--- config.mk ---
export PLATFORM = sky130hd
export DESIGN_NAME = cpu_input_frontend
export DESIGN_NICKNAME = d
export VERILOG_FILES = /design/src/rtl/cpu_input_frontend_pkg.sv /design/src/rtl/cpu_input_frontend_sync2.sv /design/src/rtl/cpu_input_frontend.sv
export SDC_FILE = /design/constraint.sdc
export NUM_CORES = 1
export LEC_CHECK = 0
export ABC_AREA = 0
export CELL_PAD_IN_SITES_DETAIL_PLACEMENT = 0
export CELL_PAD_IN_SITES_GLOBAL_PLACEMENT = 1
export CORE_MARGIN = 2
export CORE_UTILIZATION = 30
export CTS_BUF_LIST = sky130_fd_sc_hd__clkbuf_8
export CTS_CLUSTER_DIAMETER = 40
export DETAILED_ROUTE_END_ITERATION = 10
export PLACE_DENSITY_LB_ADDON = 0.25
export SLEW_MARGIN = 15
export SYNTH_ARGS = -nofsm -noshare
export SYNTH_HDL_FRONTEND = slang
export SYNTH_HIERARCHICAL = 1
export SYNTH_SLANG_ARGS = --single-unit
export TNS_END_PERCENT = 1
--- constraint.sdc ---
create_clock -name clk -period 3.1 [get_ports clk]
set_input_delay 0.465 -clock clk [delete_from_list [all_inputs] [get_ports clk]]
set_output_delay 0.465 -clock clk [all_outputs]
set_load 0.05 [all_outputs]
--- src/rtl/cpu_input_frontend_pkg.sv ---
// Shared types, FSM encodings and helpers for the CPU input front end.
// The 3-bit state codes are kept as macros so the cpu side can share them.
`ifndef CPU_DEFINITIONS_VH
`define CPU_DEFINITIONS_VH
`define IN_IDLE    3'd0
`define IN_ARM     3'd1
`define IN_PRESS   3'd2
`define IN_HELD    3'd3
`define IN_RELEASE 3'd4
`endif

package cpu_input_frontend_pkg;

    typedef enum logic [2:0] {
        ST_IDLE    = `IN_IDLE,
        ST_ARM     = `IN_ARM,
        ST_PRESS   = `IN_PRESS,
        ST_HELD    = `IN_HELD,
        ST_RELEASE = `IN_RELEASE
    } in_state_e;

    // Isolates the lowest set bit, giving a one-hot code from a multi-button pattern.
    function automatic logic [3:0] lowest_set(input logic [3:0] v);
        return v & (~v + 4'd1);
    endfunction

endpackage

--- src/rtl/cpu_input_frontend_sync2.sv ---
// Two-flop synchronizer for asynchronous board inputs.
// Latency 2 cycles; no flow control.
module sync2 #(
    parameter int W = 4
) (
    input  logic         clk,
    input  logic         reset,
    input  logic [W-1:0] d,
    output logic [W-1:0] q
);

    logic [W-1:0] meta_q;
    logic [W-1:0] sync_q;

    always_ff @(posedge clk or posedge reset) begin
        if (reset) begin
            meta_q <= '0;
            sync_q <= '0;
        end else begin
            meta_q <= d;
            sync_q <= meta_q;
        end
    end

    assign q = sync_q;

endmodule

--- src/rtl/cpu_input_frontend.sv ---
// Synchronise and debounce buttons/switches, issue one gpi_hold strobe per accepted press.
// Strobe appears DEBOUNCE_CYCLES+2 edges after a clean press; no backpressure, cpu must sample the strobe.
module cpu_input_frontend
    import cpu_input_frontend_pkg::*;
#(
    parameter int DEBOUNCE_CYCLES = 16,
    parameter int CNT_W           = $clog2(DEBOUNCE_CYCLES)
) (
    input  logic       clk,
    input  logic       reset,
    input  logic       enable,
    input  logic [3:0] btn_raw,
    input  logic [7:0] sw_raw,
    output logic [7:0] din,
    output logic [3:0] gpi,
    output logic       gpi_hold,
    output logic       busy
);

    localparam logic [CNT_W-1:0] CNT_LAST = CNT_W'(DEBOUNCE_CYCLES - 1);

    logic [3:0]       btn_s;
    logic [7:0]       sw_s;
    in_state_e        state_q, state_d;
    logic [CNT_W-1:0] cnt_q, cnt_d;
    logic [3:0]       cand_q, cand_d;
    logic [7:0]       din_q, din_d;
    logic [3:0]       gpi_q, gpi_d;
    logic             hold_q, hold_d;
    logic             busy_q, busy_d;

    sync2 #(.W(4)) u_sync_btn (.clk(clk), .reset(reset), .d(btn_raw), .q(btn_s));
    sync2 #(.W(8)) u_sync_sw  (.clk(clk), .reset(reset), .d(sw_raw),  .q(sw_s));

    always_comb begin
        state_d = state_q;
        cnt_d   = cnt_q;
        cand_d  = cand_q;
        din_d   = din_q;
        gpi_d   = gpi_q;
        hold_d  = 1'b0;
        case (state_q)
            ST_IDLE: begin
                if (btn_s != 4'd0) begin
                    cand_d  = btn_s;
                    cnt_d   = '0;
                    state_d = ST_ARM;
                end
            end
            ST_ARM: begin
                if (btn_s == 4'd0) begin
                    state_d = ST_IDLE;
                end else if (btn_s != cand_q) begin
                    cand_d = btn_s;
                    cnt_d  = '0;
                end else if (cnt_q == CNT_LAST) begin
                    // Press is consumed even when the cpu is disabled; only the strobe and latches are gated.
                    state_d = ST_PRESS;
                    hold_d  = enable;
                    if (enable) begin
                        gpi_d = lowest_set(cand_q);
                        din_d = sw_s;
                    end
                end else begin
                    cnt_d = cnt_q + 1'b1;
                end
            end
            ST_PRESS: state_d = ST_HELD;
            ST_HELD: begin
                if (btn_s == 4'd0) begin
                    cnt_d   = '0;
                    state_d = ST_RELEASE;
                end
            end
            ST_RELEASE: begin
                if (btn_s != 4'd0) begin
                    state_d = ST_HELD;
                end else if (cnt_q == CNT_LAST) begin
                    state_d = ST_IDLE;
                end else begin
                    cnt_d = cnt_q + 1'b1;
                end
            end
            default: state_d = ST_IDLE;
        endcase
        busy_d = (state_d != ST_IDLE);
    end

    always_ff @(posedge clk or posedge reset) begin
        if (reset) begin
            state_q <= ST_IDLE;
            cnt_q   <= '0;
            cand_q  <= '0;
            din_q   <= '0;
            gpi_q   <= '0;
            hold_q  <= 1'b0;
            busy_q  <= 1'b0;
        end else begin
            state_q <= state_d;
            cnt_q   <= cnt_d;
            cand_q  <= cand_d;
            din_q   <= din_d;
            gpi_q   <= gpi_d;
            hold_q  <= hold_d;
            busy_q  <= busy_d;
        end
    end

    assign din      = din_q;
    assign gpi      = gpi_q;
    assign gpi_hold = hold_q;
    assign busy     = busy_q;

endmodule

======== Word level (Yosys, flattened, before mapping) ========
Index checks and enable logic that the tools add are counted.
W data, S select, Z words.
cells by class
  shift operators ......................... 0
  muxes and demuxes ....................... 23
  order comparisons ....................... 0
  reductions and logical operators ........ 9
  eq/ne operators ......................... 11
  add/subtract/negate cells ............... 2
  multipliers ............................. 0
  div/mod/pow operators ................... 0
  bitwise gates (word level) .............. 4
operators with widths
  kind                   number
  $mux W4                9
  $mux W3                7
  $pmux W4 S4            1
  $pmux W3 S5            1
  $ne A2 B2 Y1 const B   5
  $reduce_and A5 Y1      2
  $add A4 B1 Y4 const B  2
  $pmux W4 S2            1
  $reduce_bool A4 Y1     2
  $eq A3 B2 Y1 const B   2
  $and A4 B4 Y4          1
  $eq A4 B4 Y1 const B   1
  $logic_not A4 Y1       1
  $mux W1                4
  $ne A4 B4 Y1           1
  $not A4 Y4             1
  $reduce_and A4 Y1      1
  $eq A3 B1 Y1 const B   1
  $eq A3 B3 Y1 const B   1
  $logic_not A3 Y1       1
  $reduce_bool A3 Y1     1
  $not A1 Y1             2
  $reduce_bool A2 Y1     1
storage, ports and cells
  logic and storage cells ................. 60
  latch bits .............................. 0
  memories kept ........................... 0
  input port bits ......................... 15
  register bits ........................... 49
  ROM bits ................................ 0
  memory bits (writable) .................. 0

======== Longest topological paths before layout ========
Gate-level depths: netlist of run 1.
  depth in word-level cells ............... 6
  mapped depth ............................ 6
  depth with buffers taken out ............ 5

======== Cells and area by module ========
Netlist of run 1, hierarchy kept.
modules (own cells, without submodules)
  module              times used  area an instance (um2)  cells each  sequential area each (um2)
  cpu_input_frontend  1           1267.5                  112         625.6
  sync2 (u_sync_sw)   1           404.1                   17          400.4
  sync2 (u_sync_btn)  1           203.9                   9           200.2

======== Worst setup path after synthesis of run 1 ========
OpenSTA, ideal clock, no wires.
  path type ............................... reg2reg
  start point ............................. reg u_sync_btn.sync_q[0] (netlist: u_sync_btn/q[0])
  end point ............................... reg cnt_q[2]
  library setup time ...................... 0.079 ns
  path slack .............................. 1.300 ns
  period minus slack after synthesis ...... 1.800 ns
  stages on the path, launching flop included .. 6
  data arrival time ....................... 1.720 ns
  cells stage by stage .................... dfrtp_1 -> or4_1 -> buf_2 -> or3_1 -> a31oi_1 -> a2bb2oi_1
between the ends
  word-level cells in the longest chain between the ends .. 4
ends and longest elaborated chain
  item                    line                            text
  from (decl)             cpu_input_frontend_sync2.sv:13  logic [W-1:0] sync_q;
  from (signal assigned)  cpu_input_frontend_sync2.sv:21  sync_q <= meta_q;
  $ne A4 B4 Y1            cpu_input_frontend.sv:53        end else if (btn_s != cand_q) begin
  $mux W4                 cpu_input_frontend.sv:53
  $mux W4                 cpu_input_frontend.sv:51        if (btn_s == 4'd0) begin
  $pmux W4 S4             cpu_input_frontend.sv:42        case (state_q)
  to (signal assigned)    cpu_input_frontend.sv:100       cnt_q <= cnt_d;
  to (decl)               cpu_input_frontend.sv:25        logic [CNT_W-1:0] cnt_q, cnt_d;
Parallel ways exist; a longest one is shown, timed or not. The select of a mux whose other input is x is not followed.
A chain may end at the register's enable or synchronous reset.

======== Final worst setup path of run 1 ========
  start point ............................. reg u_sync_btn.sync_q[2] (netlist: u_sync_btn/q[2])
  end point ............................... reg gpi_q[1] (netlist: gpi[1])
between the ends
  word-level cells in the longest chain between the ends .. 3
ends and longest elaborated chain
  item                                                     line                                                text
  $ne A4 B4 Y1 / $logic_not A4 Y1 (equally long branches)  cpu_input_frontend.sv:53, cpu_input_frontend.sv:51
  $not A1 Y1 (no source line)                              -
  $reduce_and A5 Y1 (no source line) *                     -
  to (signal assigned)                                     cpu_input_frontend.sv:103                           gpi_q <= gpi_d;
  to (decl)                                                cpu_input_frontend.sv:28                            logic [3:0] gpi_q, gpi_d;
Every way passes the cells marked *; elsewhere a longest branch is shown, timed or not.

==> qor.yml, run 1 <==
outcome: "finished clean"
cp.depth: 4
path_cells: "xor2_1 -> nor4_4 -> nand3_1 -> mux2_1"
fin_hold_ws_ps: 354
yosys_warnings: 6
path_buf_inv: 0
num_vias: 1166
hold_class: "flop to flop"
power_per_cell_area_mw_per_mm2: 481
worstSkewPairLatency_ps: 290
avgSynthCellArea_sq_um: 13.6
drtPass1Iterations: 4
chipWidth_um: 83.1
grtUsageMet3_pct: 3.78
gp_congestion: 0.759
grt_overflow: 0
min_path_cells: 0
final_util_pct: 38.9
leakage_nw: 1.02
cts_hold_buf: 0
drc: 0
finalPower_mw: 1.12
synth_most_common_cell: "dfrtp_1"
cp-end-kind: "flop"
max_stage_delay_ps: 510
synth-main-ff-cell: "dfrtp_1"
portBuffers: 28
io_pins: 29
fin_crit_sh_pct: 70.4
cp_max_fo: 12
final_nets: 185
drt_iter0_drc: 15
fp.dieH_um: 83.1
htree_levels: 2
synthesis.nets: 154
antenna_cells: 0
area_delta_synth_final_pct: 24.3
cts_setup_buffers: 0
die_area_sq_mm: 0.00690
crit_type: "flop to flop"
cts_root_buf: "clkbuf_8"
grt_antenna_before_repair: 0
skew_ps: 1.70
grt_max_degree: 26
netlist.area_leader.share_pct: 65.4
use_met2_pct: 16.8
syn_inst: 138
required_ps: 3280
async_reset_ff_share_pct: 100
grt_use_met1_pct: 12.5
drv_cap: 0
ys_top_cells_by_area: "dfrtp_1 65%, mux2_1 7.2%, mux2_2 3.0%"
maxSlewHeadroom_pct: 36.5
grt_first_pass_wirelength_um: 5730
wl_per_cell_um: 13.5
yosys.area.top_type: "dfrtp_1"
path_clk_slew_ps: 90
synth.top_cells.by_count: "49 x dfrtp_1, 12 x mux2_1, 7 x inv_1, 7 x nand3_1, 7 x nor2_1"
ir_drop_mv: 0.299
cp-start-kind: "flop"
final_antenna_net_count: 0
setup_viol: 0
start_util_pct: 31.3
tritoncts: "yes"
cts_resized: 0
numCtsBuffers: 5
rsz0062_at_grt: "false"
seq_area_frac_synth_pct: 65.4
cp.arrival_ps: 2360
grt_pass1_vias: 1218
hpwl_um: 2390
synth_cell_type_count: 33
cts.sinks: 49
ctsLongestPathBuffers: 2
syn_area_sq_mm: 0.00188
core_area_sq_mm: 0.00599
busiest_layer: "met2"
vias_per_cell: 4.76
fmax_mhz: 458
cp_top_family: "simple AND/OR/NAND/NOR gates"
rows: 28
min_period_ps: 2180
synth_edf_count: 0
critPathSlowestCell: "nand3_1"
hold_viol_final: 0
worst_pin_slew_ps: 952
slew_violations: 0
grt_use_total_pct: 10.4
ys_ff_latch: 49
reg2reg_depth: 4
nFillCells: 564
tns_ps: 0
layout-drive-gt1-share_pct: 10.6
wl_um: 3300
final cells by class:
class / instances / area [sq um] / area share (%)
repair buffers: 29 / 288 / 12.3
inverters: 7 / 26.3 / 1.13
well taps: 75 / 93.8 / 4.03
clock inverters: 2 / 13.8 / 0.590
flip-flops and latches: 49 / 1230 / 52.6
clock buffers: 6 / 82.6 / 3.54
multi-input cells: 77 / 601 / 25.8
layout by cell type (no fill, tap or decap), drive strengths merged, types with 3 or more instances in the layout:
master / netlist / final
dfrtp: 49 / 49
clkdlybuf4s50: 0 / 28
mux2: 17 / 17
nor2: 7 / 7
nand3: 7 / 7
inv: 7 / 7
nand2: 6 / 6
clkbuf: 2 / 6
xor2: 4 / 4
o21ai: 4 / 4
and3: 3 / 3
a31oi: 3 / 3
power breakdown:
part / internal (mW) / switching [mW] / total, mW
logic: 0.0298 / 0.0325 / 0.0623
registers: 0.659 / 0.0123 / 0.671
clock network: 0.181 / 0.206 / 0.387
total: 0.870 / 0.251 / 1.12
metrics by stage:
stage	area, sq um	setup slack [ps]	std cells
global placement	2230	964	237
floorplan	1880	1300	138
finish	2330	917	245
detailed placement	2230	908	237
global route	2330	713	245
CTS	2330	888	245
path summary, 6_finish.rpt:
check                                            end            startpoint  slack [ps]
min in group asynchronous       u_sync_btn/meta_q[2]                 reset         460
worst max register to register                gpi[1]       u_sync_btn/q[2]         920
worst max-delay path                          gpi[1]       u_sync_btn/q[2]         920
max in group asynchronous                 state_q[0]                 reset        1780
worst min register to register       u_sync_btn/q[0]  u_sync_btn/meta_q[0]         350
worst min-delay path                 u_sync_btn/q[0]  u_sync_btn/meta_q[0]         350
kinds of logic (layout without fill, tap and decap cells):
family          count (synthesis)  in the layout  synth area share, %
simple gates                   34             34                 10.7
fa+ha+maj                       1              1                0.667
mux                            17             17                 10.2
xor+xnor                        5              5                 2.33
buf+inv                        12             44                 2.60
flops                          49             49                 65.4
compound gates                 20             20                 8.14
worst reg2reg max path: stages, from the launching register on:
cell and delay (ps):
dfrtp_1 440, xor2_1 200, nor4_4 430, nand3_1 510
mux2_1 490
state kept, by name, summed over array words and instances (netlist names):
| signal | cells |
|---|---|
| u_sync_btn/q | 4 |
| gpi_hold | 1 |
| cand_q | 4 |
| state_q | 3 |
| gpi | 4 |
| cnt_q | 4 |
| u_sync_sw/q | 8 |
| u_sync_btn/meta_q | 4 |
| u_sync_sw/meta_q | 8 |
| busy | 1 |
| din | 8 |
metal layers:
layer	vias up	wire, um
met5	-	0
met4	0	69
met3	10	165
met2	35	1560
met1	568	1500
li1	553	-
(Power assumes the default switching activity.)
==> run 2: changes to the inputs <==
Clock period 3.1 ns to 1.75 ns, I/O delays scaled along.
==> qor.yml, run 2 (synthesized netlist as in run 1, its figures left out) <==
outcome: "finished with violations"
violations: "setup timing"
slew_violations: 0  # unchanged
place_ws_ps: -3.36  # -911 ps
fmax_mhz: 567  # +24%
layout_setup_ws_ps: -15.1  # -932 ps
required_ps: 1970  # -1310 ps
skew_ps: 4.98  # +3.28 ps
dp_cells: 250  # +5.5%
vias_per_cell: 4.74  # -0.35%
grt_first_pass_wirelength_um: 6180  # +7.7%
tritoncts: "yes"
leakage_nw: 1.14  # +12%
die_area_sq_mm: 0.00690  # unchanged
final_antenna_net_count: 0  # unchanged
wl_um: 3610  # +9.4%
hold_viol_final: 0  # unchanged
chipWidth_um: 83.1  # unchanged
cp.arrival_ps: 1980  # -380 ps
drv_cap: 0  # unchanged
power_per_cell_area_mw_per_mm2: 878  # +83%
stdcell_area_sq_mm: 0.00248  # +6.3%
io_pins: 29  # unchanged
drc: 0  # unchanged
dpl_cell_area_sq_mm: 0.00231  # +3.5%
rsz0062_at_grt: "true"
grt_use_total_pct: 11.1  # +0.73 points
drt_iter0_drc: 35  # +20
nFillCells: 571  # +1.2%
final_common_cell: "dfrtp_1"
grt_overflow: 0  # unchanged
core_area_sq_mm: 0.00599  # unchanged
area_delta_synth_final_pct: 32.1
setup_viol: 1  # +1
gp_congestion: 0.814  # +7.2%
multi_input_area_sq_um: 623  # +3.8%
drtPass1Iterations: 4  # unchanged
cts.sinks: 49  # unchanged
fp.dieH_um: 83.1  # unchanged
grt_max_degree: 26  # unchanged
grt_antenna_before_repair: 0  # unchanged
ctsLongestPathBuffers: 2  # unchanged
start_util_pct: 31.3  # unchanged
final_nets: 200  # +8.1%
fin_crit_sh_pct: 101  # +30 points
cts_root_buf: "clkbuf_8"
grt_pass1_vias: 1322  # +8.5%
final_cell_mix: "49 x dfrtp_1, 27 x buf_4, 15 x clkdlybuf4s50_1, 12 x mux2_1, 7 x inv_1"
rows: 28  # unchanged
min_period_ps: 1770  # -418 ps
maxSlewHeadroom_pct: 60.8  # +24 points
ir_drop_mv: 0.419  # +40%
numCtsBuffers: 5  # unchanged
hpwl_um: 2590  # +8.3%
num_vias: 1233  # +5.7%
antenna_cells: 0  # unchanged
worstSkewPairLatency_ps: 300  # about the same
layout-drive-gt1-share_pct: 27.6  # +17 points
portBuffers: 28  # unchanged
cp-start-kind: "flop"
cp_max_fo: 3  # -9
crit_type: "flop to flop"
r2r_setup_slack_ps: -20  # -930 ps
stdcell_count: 260  # +6.1%
hold_class: "input pin to async pin"
path_clk_slew_ps: 90  # about the same
worst_pin_slew_ps: 587  # -365 ps
wl_per_cell_um: 13.9  # +3.1%
cp-end-kind: "flop"
htree_levels: 2  # unchanged
seq_area_sq_mm: 0.00123  # unchanged
==> run 2: cell count changes in the layout (fill, tap and decap cells not counted), moves of 2 or more <==
cell,delta
clkdlybuf4s50_1,-13
buf_4,+26
o21ai_0,-2
o21ai_1,+2
==> run 2: final timing paths <==
| path | startpoint | endpoint | cells past startpoint |
|---|---|---|---|
| worst min-delay path | reset | u_sync_btn/meta_q[2] | 2 |
| worst max-delay path | u_sync_btn/q[0] | cnt_q[2] | 4 |
| min in group clk | u_sync_btn/meta_q[1] | u_sync_btn/q[1] | 0 |
| max in group asynchronous | reset | u_sync_sw/q[5] | 2 |
| worst max register to register | u_sync_btn/q[0] | cnt_q[2] | 4 |
| worst min register to register | u_sync_btn/meta_q[1] | u_sync_btn/q[1] | 0 |
==> run 2: worst max-delay path: stages (launching register included) <==
cell       delay (ps)
dfrtp_1           420
or4_4             550
or3_4             340
a31oi_1           170
a2bb2oi_1         200
==> run 2: metrics by stage <==
stage	hold slack, ps	total power [mW]	util [%]	TNS (ps)
final	264	2.18	41.4	-15.1
after CTS	258	2.20	40.7	-31.0
after global placement	334	1.34	38.6	0
after detailed placement	336	1.34	38.6	-3.36
after floorplan	78.2	1.27	-	-368
after global routing	275	2.29	41.4	-315
==> run 2: layout make-up <==
cell class                 instances  share of cell area (%)
multi-input combinational         77                    25.2
tap                               75                    3.79
clock inverter                     2                    1.67
sequential                        49                    49.5
inverter                           7                    1.06
clock buffer                       6                    3.33
timing repair buffer              44                    15.5
==> run 2: where the power goes <==
| part | internal [mW] | total, mW | switching [mW] |
|---|---|---|---|
| clock | 0.475 | 0.854 | 0.380 |
| sequential | 1.17 | 1.19 | 0.0184 |
| combinational | 0.0677 | 0.135 | 0.0674 |
| total | 1.71 | 2.18 | 0.466 |
==> run 2: metal layers <==
metal / vias to the layer above / global-route usage (%) / share of wire (%)
met5: - / 0 / 0
met4: 0 / 5.07 / 1.6
li1: 580 / - / -
met2: 28 / 18.2 / 50
met1: 619 / 13.2 / 43
met3: 6 / 3.78 / 5.0
==> run 2: repair_timing <==
| item | in CTS | in global routing |
|---|---|---|
| setup endpoints to repair | 3 | 21 |
| pin swaps | 0 | 4 |
| hold buffers | 0 | 0 |
| resized for setup | 1 | 7 |
| buffers inserted | 0 | 2 |
